==> src/rtl/dt_walk_pkg.sv <==
// Shared types and width/offset helpers for the decision-tree walk engine.
package dt_walk_pkg;

  // Engine states: wait for a vector, walk the node table, present the result.
  typedef enum logic [1:0] {
    ST_IDLE = 2'd0,
    ST_WALK = 2'd1,
    ST_DONE = 2'd2
  } state_e;

  // clog2 that never returns zero, so every field is at least one bit wide.
  function automatic int clog2_min1(input int n);
    return (n <= 2) ? 1 : $clog2(n);
  endfunction

  function automatic int fsel_w(input int n_feat);
    return clog2_min1(n_feat);
  endfunction

  function automatic int idx_w(input int n_nodes);
    return clog2_min1(n_nodes);
  endfunction

  function automatic int depth_w(input int max_depth);
    return clog2_min1(max_depth + 1);
  endfunction

  // Node entry packing, MSB to LSB: {leaf, feat_sel, left, right, class}.
  function automatic int entry_w(input int n_feat, input int n_nodes, input int class_w);
    return 1 + fsel_w(n_feat) + 2 * idx_w(n_nodes) + class_w;
  endfunction

  function automatic int off_right(input int class_w);
    return class_w;
  endfunction

  function automatic int off_left(input int class_w, input int n_nodes);
    return class_w + idx_w(n_nodes);
  endfunction

  function automatic int off_fsel(input int class_w, input int n_nodes);
    return class_w + 2 * idx_w(n_nodes);
  endfunction

endpackage

==> src/rtl/dt_node_table.sv <==
// Register-resident node table: one write port, one combinational read port.
// Every entry resets to a class-0 leaf so an unprogrammed engine is harmless.
module dt_node_table
  import dt_walk_pkg::*;
#(
  parameter int N_NODES = 64,
  parameter int IDX_W   = 6,
  parameter int ENTRY_W = 18
) (
  input  logic               clk,
  input  logic               rst_n,
  input  logic               we_i,
  input  logic [IDX_W-1:0]   waddr_i,
  input  logic [ENTRY_W-1:0] wdata_i,
  input  logic [IDX_W-1:0]   raddr_i,
  output logic [ENTRY_W-1:0] rdata_o
);

  // Leaf flag is the MSB; all other fields zero.
  localparam logic [ENTRY_W-1:0] RST_ENTRY = {1'b1, {(ENTRY_W-1){1'b0}}};

  logic [ENTRY_W-1:0] mem_q [N_NODES];

  // Entry storage with table-wide asynchronous reset.
  always_ff @(posedge clk or negedge rst_n) begin
    if (!rst_n) begin
      for (int i = 0; i < N_NODES; i++) mem_q[i] <= RST_ENTRY;
    end else if (we_i) begin
      mem_q[waddr_i] <= wdata_i;
    end
  end

  assign rdata_o = mem_q[raddr_i];

endmodule

==> src/rtl/dt_walk_engine.sv <==
// Programmable decision-tree classifier: walks the node table one node per clock.
module dt_walk_engine
  import dt_walk_pkg::*;
#(
  parameter int  N_FEAT    = 8,
  parameter int  CLASS_W   = 2,
  parameter int  N_NODES   = 64,
  parameter int  MAX_DEPTH = 8,
  localparam int IDX_W     = idx_w(N_NODES),
  localparam int FSEL_W    = fsel_w(N_FEAT),
  localparam int DEPTH_W   = depth_w(MAX_DEPTH),
  localparam int ENTRY_W   = entry_w(N_FEAT, N_NODES, CLASS_W)
) (
  input  logic               clk,
  input  logic               rst_n,
  input  logic               in_valid,
  output logic               in_ready,
  input  logic [N_FEAT-1:0]  in_feat,
  output logic               out_valid,
  input  logic               out_ready,
  output logic [CLASS_W-1:0] out_class,
  output logic [DEPTH_W-1:0] out_depth,
  output logic               out_err,
  input  logic               cfg_we,
  input  logic [IDX_W-1:0]   cfg_addr,
  input  logic [ENTRY_W-1:0] cfg_wdata,
  output logic               cfg_busy
);

  localparam int OFF_RIGHT = off_right(CLASS_W);
  localparam int OFF_LEFT  = off_left(CLASS_W, N_NODES);
  localparam int OFF_FSEL  = off_fsel(CLASS_W, N_NODES);
  localparam int FSEL_N    = 1 << FSEL_W;

  state_e             state_q, state_d;
  logic [N_FEAT-1:0]  feat_q, feat_d;
  logic [IDX_W-1:0]   idx_q, idx_d;
  logic [DEPTH_W-1:0] depth_q, depth_d;
  logic [CLASS_W-1:0] class_q, class_d;
  logic [DEPTH_W-1:0] odepth_q, odepth_d;
  logic               err_q, err_d;

  logic [ENTRY_W-1:0] node_rd;
  logic               node_leaf;
  logic [FSEL_W-1:0]  node_fsel;
  logic [IDX_W-1:0]   node_left, node_right;
  logic [CLASS_W-1:0] node_class;
  logic [FSEL_N-1:0]  feat_ext;
  logic               feat_bit;
  logic               idle, accept, tbl_we;

  // Config writes win over an accept, and only land while idle.
  assign idle      = (state_q == ST_IDLE);
  assign in_ready  = idle && !cfg_we;
  assign accept    = in_valid && in_ready;
  assign tbl_we    = idle && cfg_we;
  assign cfg_busy  = !idle;
  assign out_valid = (state_q == ST_DONE);
  assign out_class = class_q;
  assign out_depth = odepth_q;
  assign out_err   = err_q;

  dt_node_table #(
    .N_NODES (N_NODES),
    .IDX_W   (IDX_W),
    .ENTRY_W (ENTRY_W)
  ) u_table (
    .clk     (clk),
    .rst_n   (rst_n),
    .we_i    (tbl_we),
    .waddr_i (cfg_addr),
    .wdata_i (cfg_wdata),
    .raddr_i (idx_q),
    .rdata_o (node_rd)
  );

  assign node_leaf  = node_rd[ENTRY_W-1];
  assign node_fsel  = node_rd[OFF_FSEL +: FSEL_W];
  assign node_left  = node_rd[OFF_LEFT +: IDX_W];
  assign node_right = node_rd[OFF_RIGHT +: IDX_W];
  assign node_class = node_rd[CLASS_W-1:0];

  // Selector codes beyond the feature vector fall back to feature bit 0.
  for (genvar gi = 0; gi < FSEL_N; gi++) begin : g_feat_ext
    if (gi < N_FEAT) begin : g_in
      assign feat_ext[gi] = feat_q[gi];
    end else begin : g_out
      assign feat_ext[gi] = feat_q[0];
    end
  end
  assign feat_bit = feat_ext[node_fsel];

  // State, feature latch, walk cursor and result registers.
  always_ff @(posedge clk or negedge rst_n) begin
    if (!rst_n) begin
      state_q  <= ST_IDLE;
      feat_q   <= '0;
      idx_q    <= '0;
      depth_q  <= '0;
      class_q  <= '0;
      odepth_q <= '0;
      err_q    <= 1'b0;
    end else begin
      state_q  <= state_d;
      feat_q   <= feat_d;
      idx_q    <= idx_d;
      depth_q  <= depth_d;
      class_q  <= class_d;
      odepth_q <= odepth_d;
      err_q    <= err_d;
    end
  end

  // Next-state logic: accept, step one node per cycle, hold the result until taken.
  always_comb begin
    state_d  = state_q;
    feat_d   = feat_q;
    idx_d    = idx_q;
    depth_d  = depth_q;
    class_d  = class_q;
    odepth_d = odepth_q;
    err_d    = err_q;
    case (state_q)
      ST_IDLE: begin
        if (accept) begin
          feat_d  = in_feat;
          idx_d   = '0;
          depth_d = '0;
          state_d = ST_WALK;
        end
      end
      ST_WALK: begin
        if (node_leaf) begin
          class_d  = node_class;
          odepth_d = depth_q;
          err_d    = 1'b0;
          state_d  = ST_DONE;
        end else if (depth_q == DEPTH_W'(MAX_DEPTH)) begin
          class_d  = '0;
          odepth_d = depth_q;
          err_d    = 1'b1;
          state_d  = ST_DONE;
        end else begin
          idx_d   = feat_bit ? node_right : node_left;
          depth_d = depth_q + DEPTH_W'(1);
        end
      end
      ST_DONE: begin
        if (out_ready) state_d = ST_IDLE;
      end
      default: state_d = ST_IDLE;
    endcase
  end

endmodule

==> config.mk <==
export PLATFORM = sky130hd
export DESIGN_NAME = dt_walk_engine
export DESIGN_NICKNAME = d
export VERILOG_FILES = /design/src/rtl/dt_walk_pkg.sv /design/src/rtl/dt_node_table.sv /design/src/rtl/dt_walk_engine.sv
export SDC_FILE = /design/constraint.sdc
export NUM_CORES = 2
export LEC_CHECK = 0
export ABC_AREA = 1
export CAP_MARGIN = 15
export CORE_MARGIN = 4
export CORE_UTILIZATION = 64
export CTS_CLUSTER_SIZE = 20
export DETAILED_ROUTE_END_ITERATION = 6
export GPL_ROUTABILITY_DRIVEN = 0
export PLACE_DENSITY = 0.85
export SLEW_MARGIN = 20
export SYNTH_ARGS = -nofsm -noshare
export SYNTH_HDL_FRONTEND = slang
export SYNTH_SLANG_ARGS = --single-unit
==> constraint.sdc <==
create_clock -name clk -period 3.4 [get_ports clk]
set_input_delay 0.68 -clock clk [delete_from_list [all_inputs] [get_ports clk]]
set_output_delay 0.68 -clock clk [all_outputs]
set_load 0.03 [all_outputs]
# Word-level counts from Yosys, hierarchy flattened
# Index checks and enable logic that the tools add are counted.
# W data, S select, Z words.
[word_totals]
register_bits = 1179
output_inout_bits = 10
in_bits = 37
[op_classes]
reduce_logical = 13
magnitude_cmp = 4
n_eq_ne = 8
bitwise_logic = 2
mux = 28
n_addsub = 1
[op_table]
columns = ["op", "count"]
rows = [
  ["$bwmux W1152", 1],
  ["$bmux W18 S6", 1],
  ["$demux W18 S6", 1],
  ["$mux W18", 3],
  ["$mux W6", 4],
  ["$mux W4", 5],
  ["$ge A7 B7 Y1 const B", 2],
  ["$not A6 Y7", 2],
  ["$mux W2", 6],
  ["$pmux W6 S2", 1],
  ["$pmux W4 S2", 1],
  ["$lt A7 B1 Y1 const B", 1],
  ["$pmux W2 S3", 1],
  ["$add A4 B1 Y4 const B", 1],
  ["$eq A4 B4 Y1 const B", 1],
  ["$logic_and A1 B1 Y1", 4],
  ["$lt A3 B4 Y1 const B", 1],
  ["$ne A2 B1 Y1 const B", 2],
  ["$ne A2 B2 Y1 const B", 2],
  ["$reduce_and A2 Y1", 2],
  ["$reduce_and A4 Y1", 1],
  ["$reduce_bool A2 Y1", 2],
  ["$bmux W1 S3", 1],
  ["$mux W1", 3],
  ["other kinds (6)", 7],
]

# Depth between registers and ports, before layout
[depth]
word_depth = 10
mapped_depth = 17
ltp_nobuf = 16

# By module
# Synthesis repeated with hierarchy kept, for this count alone.
[unflattened]
hier_cells = 6715
area_unflattened_um2 = 53525.1
[by_module_without_submodules]
columns = ["mod", "cells_each", "n_inst", "area_per_inst_um2"]
rows = [
  ["dt_node_table", 6551, 1, 52187.6],
  ["dt_walk_engine", 164, 1, 1337.5],
]

# Least setup slack after synthesis
# No wires, ideal clock.
[synth_path]
path_kind = "input to register"
startpoint = "input cfg_addr[3]"
endpoint = "register u_table.mem_q[100] in the netlist's numbering"
required_ps = 3267
setup_ps = 133
slack_ps = 1231
t_arrival_ps = 2036
path_buffers = 2
stages = 7
cell_sequence = "buf_2 inv_1 nor3_2 nand2_2 clkbuf_1 nand2_1 o21ai_0"
[synth_via]
elab_chain_cells = 6
[synth_lines]
columns = ["element", "line", "rtl"]
rows = [
  ["from (decl)", "dt_walk_engine.sv:25", "input logic [IDX_W-1:0] cfg_addr,"],
  ["$not A6 Y7 (not written as such) (*)", "dt_node_table.sv:29", "mem_q[waddr_i] <= wdata_i;"],
  ["$ge A7 B7 Y1 (not written as such) / $lt A7 B1 Y1 (equally long branches)", "dt_node_table.sv:29", ""],
  ["$logic_and A1 B1 Y1 (not written as such)", "dt_node_table.sv:29", ""],
  ["$mux W18 (not written as such)", "dt_node_table.sv:29", ""],
  ["$demux W18 S6 (*)", "dt_node_table.sv:29", ""],
  ["$bwmux W1152 (*)", "dt_node_table.sv:29", ""],
  ["to (signal, indexed assignment)", "dt_node_table.sv:29", ""],
  ["to (decl)", "dt_node_table.sv:22", "logic [ENTRY_W-1:0] mem_q [N_NODES];"],
]
# Every way passes the cells marked *; elsewhere a longest branch is shown, timed or not.
# A chain may end at the register's enable or synchronous reset.

# Worst setup path in the final report
[layout_path]
startpoint = "register idx_q[1]"
endpoint = "register depth_q[2]"
[layout_via]
elab_chain_cells = 6
[layout_lines]
columns = ["element", "line", "rtl"]
rows = [
  ["from (decl)", "dt_walk_engine.sv:37", "logic [IDX_W-1:0] idx_q, idx_d;"],
  ["from (signal assigned)", "dt_walk_engine.sv:106", "idx_q <= idx_d;"],
  ["$not A6 Y7 (not written as such)", "dt_node_table.sv:33", "assign rdata_o = mem_q[raddr_i];"],
  ["$bmux W18 S6", "dt_node_table.sv:33", ""],
  ["$mux W18 (not written as such) (2 in series)", "dt_node_table.sv:33", ""],
  ["$ne A2 B2 Y1 (no line)", "--", ""],
  ["$reduce_and A4 Y1 (no line)", "--", ""],
  ["to (signal assigned)", "dt_walk_engine.sv:107", "depth_q <= depth_d;"],
  ["to (decl)", "dt_walk_engine.sv:38", "logic [DEPTH_W-1:0] depth_q, depth_d;"],
]
# Every way passes these cells. The select of a mux whose other input is x is not followed.

==> results_dict.tcl <==
set metrics [dict create \
    cts.sinks 1179 \
    syn_inst 6298 \
    grt_max_degree 130 \
    dpl.cell_count 7070 \
    layout_common_cells "nand2_1, o21ai_0, dfrtp_1" \
    tns_ps 0 \
    pwr-share-comb_pct 31.4 \
    grt_pass1_wl_um 256000 \
    endpoint_kind "flop" \
    dr.pass1.iters 7 \
    ant_nets 0 \
    rr_worst_depth 12 \
    p_switching_mw 16.9 \
    synth_area_leaders "dfrtp_1, nand2_1, o21ai_0, nand3_1, dfstp_2" \
    crit_arrival_ps 3890 \
    synth_cell_type_count 34 \
    cts.clk_slew.worst_paths_ps 70 \
    grt_pass1_vias 46300 \
    layout_commonest_cell "nand2_1" \
    crit_path_start "idx_q[1]" \
    drt-initial-drc-count 6755 \
    ys_warn_count 0 \
    hold_path.class "reg -> reg" \
    start_util_pct 64.7 \
    min_period_ps 3290 \
    cts_setup_buffers 0 \
    slew_viol_final 0 \
    via_per_inst 6.57 \
    hold_violations 0 \
    p_clk_share_pct 29.3 \
    power_density_nw_per_um2 784 \
    skew_ps 23.2 \
    yosysSeqAreaShare_pct 55.6 \
    period_share_pct 96.9 \
    layout.cells.non_filler 7291 \
    fp-row-count 105 \
    die_area_sq_um 87800 \
    root_buffer "clkbuf_16" \
    antenna_found_initial 0 \
    setup_viol_count_final 0 \
    drive_gt1_share_pct 9.40 \
    dr_total_vias 47900 \
    clk_latency_ps 720 \
    timing.rr.start "idx_q[1]" \
    cp.required_ps 4000 \
    fp.dieW_um 296 \
    p_seq_share_pct 39.3 \
    fmax_ghz 0.304 \
    area_delta_synth_final_pct 10.3 \
    peakVddDrop_mv 0.540 \
    r2r_slack_ps 110 \
    syn_nets 6337 \
    critical_path_class "reg -> reg" \
    htreeDepth 3 \
    ys_ff_latch 1179 \
    syn_area_sq_um 53200 \
    dp_hpwl_um 94500 \
    die_h_um 296 \
    grt_overflow_total 0 \
    track_usage_pct 37.1 \
    nets 6160 \
    critical_path.max_fanout 71 \
    swShare_pct 36.9 \
    p_int_mw 29.0 \
    num_antenna_cells 0 \
    worstMarginPinSlew_ps 912 \
    regToRegEndpoint "depth_q[2]" \
    slew_headroom_pct 39.2 \
    cts_tree "built" \
    drv_cap 0 \
    yosys.area.top_type "dfrtp_1" \
    wl_per_cell_um 22.4 \
    avgSynthCellArea_sq_um 8.45 \
    fin_total_pwr_mw 46.0 \
    hold_path.startpoint "u_table.mem_q[252]" \
    p_leak_nw 26.0 \
    violations "DRC" \
    synth_top_cell_area_share_pct 52.4 \
    whs_path_depth 2 \
    ios 47 \
    crit_path_start_kind "flop" \
    drc_errors 34 \
    portBuffers 46 \
    status "finished with violations" \
    min_to "u_table.mem_q[252]" \
    routed_wl_um 164000 \
    clockBufferDepth 3 \
    rsz0062_at_grt "false" \
    core_area_sq_um 82200 \
    cts_made_buffers 118 \
]
## synth_stat cells (all sizes together)
cell type	number
nor3	11
o211ai	47
clkinv	20
or2	1
dfrtp	1115
xor2	1
nand3b	1
o22ai	88
o31ai	3
clkbuf	335
inv	35
o221ai	2
nand2	2002
xnor2	1
nor2	216
a32o	40
a21oi	169
ha	2
a221o	55
nand3	507
dfstp	64
a221oi	2
o21ai	1362
buf	219
## per-stage QoR
| step | util [%] | area, sq um | worst slack (ps) | hold slack, ps |
|---|---|---|---|---|
| finish | 71.4 | 58700 | 107 | 481 |
| global route | 71.4 | 58700 | 37.7 | 497 |
| CTS | 71.4 | 58700 | 313 | 483 |
| detailed placement | 66.5 | 54700 | 280 | 468 |
| global placement | 66.5 | 54700 | 381 | 461 |
| floorplan | - | 53200 | 1230 | 384 |
## final cells by class
| type | count | area, sq um |
|---|---|---|
| sequential | 1179 | 29600 |
| fill | 5845 | 23500 |
| multi-input combinational | 4510 | 20800 |
| clock buffer | 173 | 3440 |
| timing repair buffer | 257 | 2680 |
| tap | 1070 | 1340 |
| clock inverter | 47 | 572 |
| inverter | 55 | 226 |
## state kept, by name, summed over array words and instances (netlist names)
register and count:
state_q 2, feat_ext 8, out_depth 4, idx_q 6
out_class 2, out_err 1, u_table.mem_q 1152, depth_q 4
## worst max-delay path, stage by stage, from the launching register on
cell	delay [ps]
dfrtp_4	490
buf_12	400
o21ai_0	220
o22ai_1	260
nor2_1	60
o21ai_0	420
o211ai_1	360
nand2_1	290
nand2_1	120
nand3_2	270
inv_1	120
nand2_1	70
nand2_1	40
## power groups by stage
stage | Combinational [mW] | Sequential, mW | Clock [mW]
6_report | 14.4 | 18.1 | 13.5
5_1_grt | 15.5 | 18.3 | 14.1
4_1_cts | 13.9 | 18.0 | 13.5
3_5_place_dp | 13.7 | 18.2 | 0
3_3_place_gp | 13.3 | 18.1 | 0
2_1_floorplan | 9.28 | 17.8 | 0
## layer usage
layer | share of wire, % | global-route usage, % | up-vias
met4 | 6.9 | 23.4 | 2
met1 | 37 | 49.3 | 23000
met5 | 0.060 | 0.759 | -
met2 | 44 | 55.5 | 3347
met3 | 12 | 9.04 | 725
li1 | - | - | 20800
## cell families (layout without fill, tap and decap cells)
| group | count (synthesis) | in the layout | share of synthesized area (%) |
|---|---|---|---|
| AOI/OAI and AO/OA | 1768 | 1768 | 18.0 |
| adders and majority gates | 2 | 2 | 0.0470 |
| DFF | 1179 | 1179 | 55.6 |
| buffers and inverters | 609 | 532 | 5.26 |
| and+or+nand+nor | 2738 | 2738 | 21.1 |
| xor gates and xnor gates | 2 | 2 | 0.0329 |
## worst max path at each step
stage	end	slack, ps	cells after the start
after detailed placement	u_table.mem_q[959]	280	8
after floorplan	u_table.mem_q[100]	1230	7
after CTS	idx_q[4]	310	15
after global placement	depth_q[2]	380	12
after global routing	idx_q[4]	40	16
final	depth_q[2]	110	12
## repair_timing
action / 4_1_cts / 5_1_grt
hold buffers: 1 / 0
hold endpoints to repair: 39 / 0
gates resized for setup: 0 / 0
endpoints found under the setup margin: 0 / 0
No activity file was read; power rests on OpenSTA's default activity.
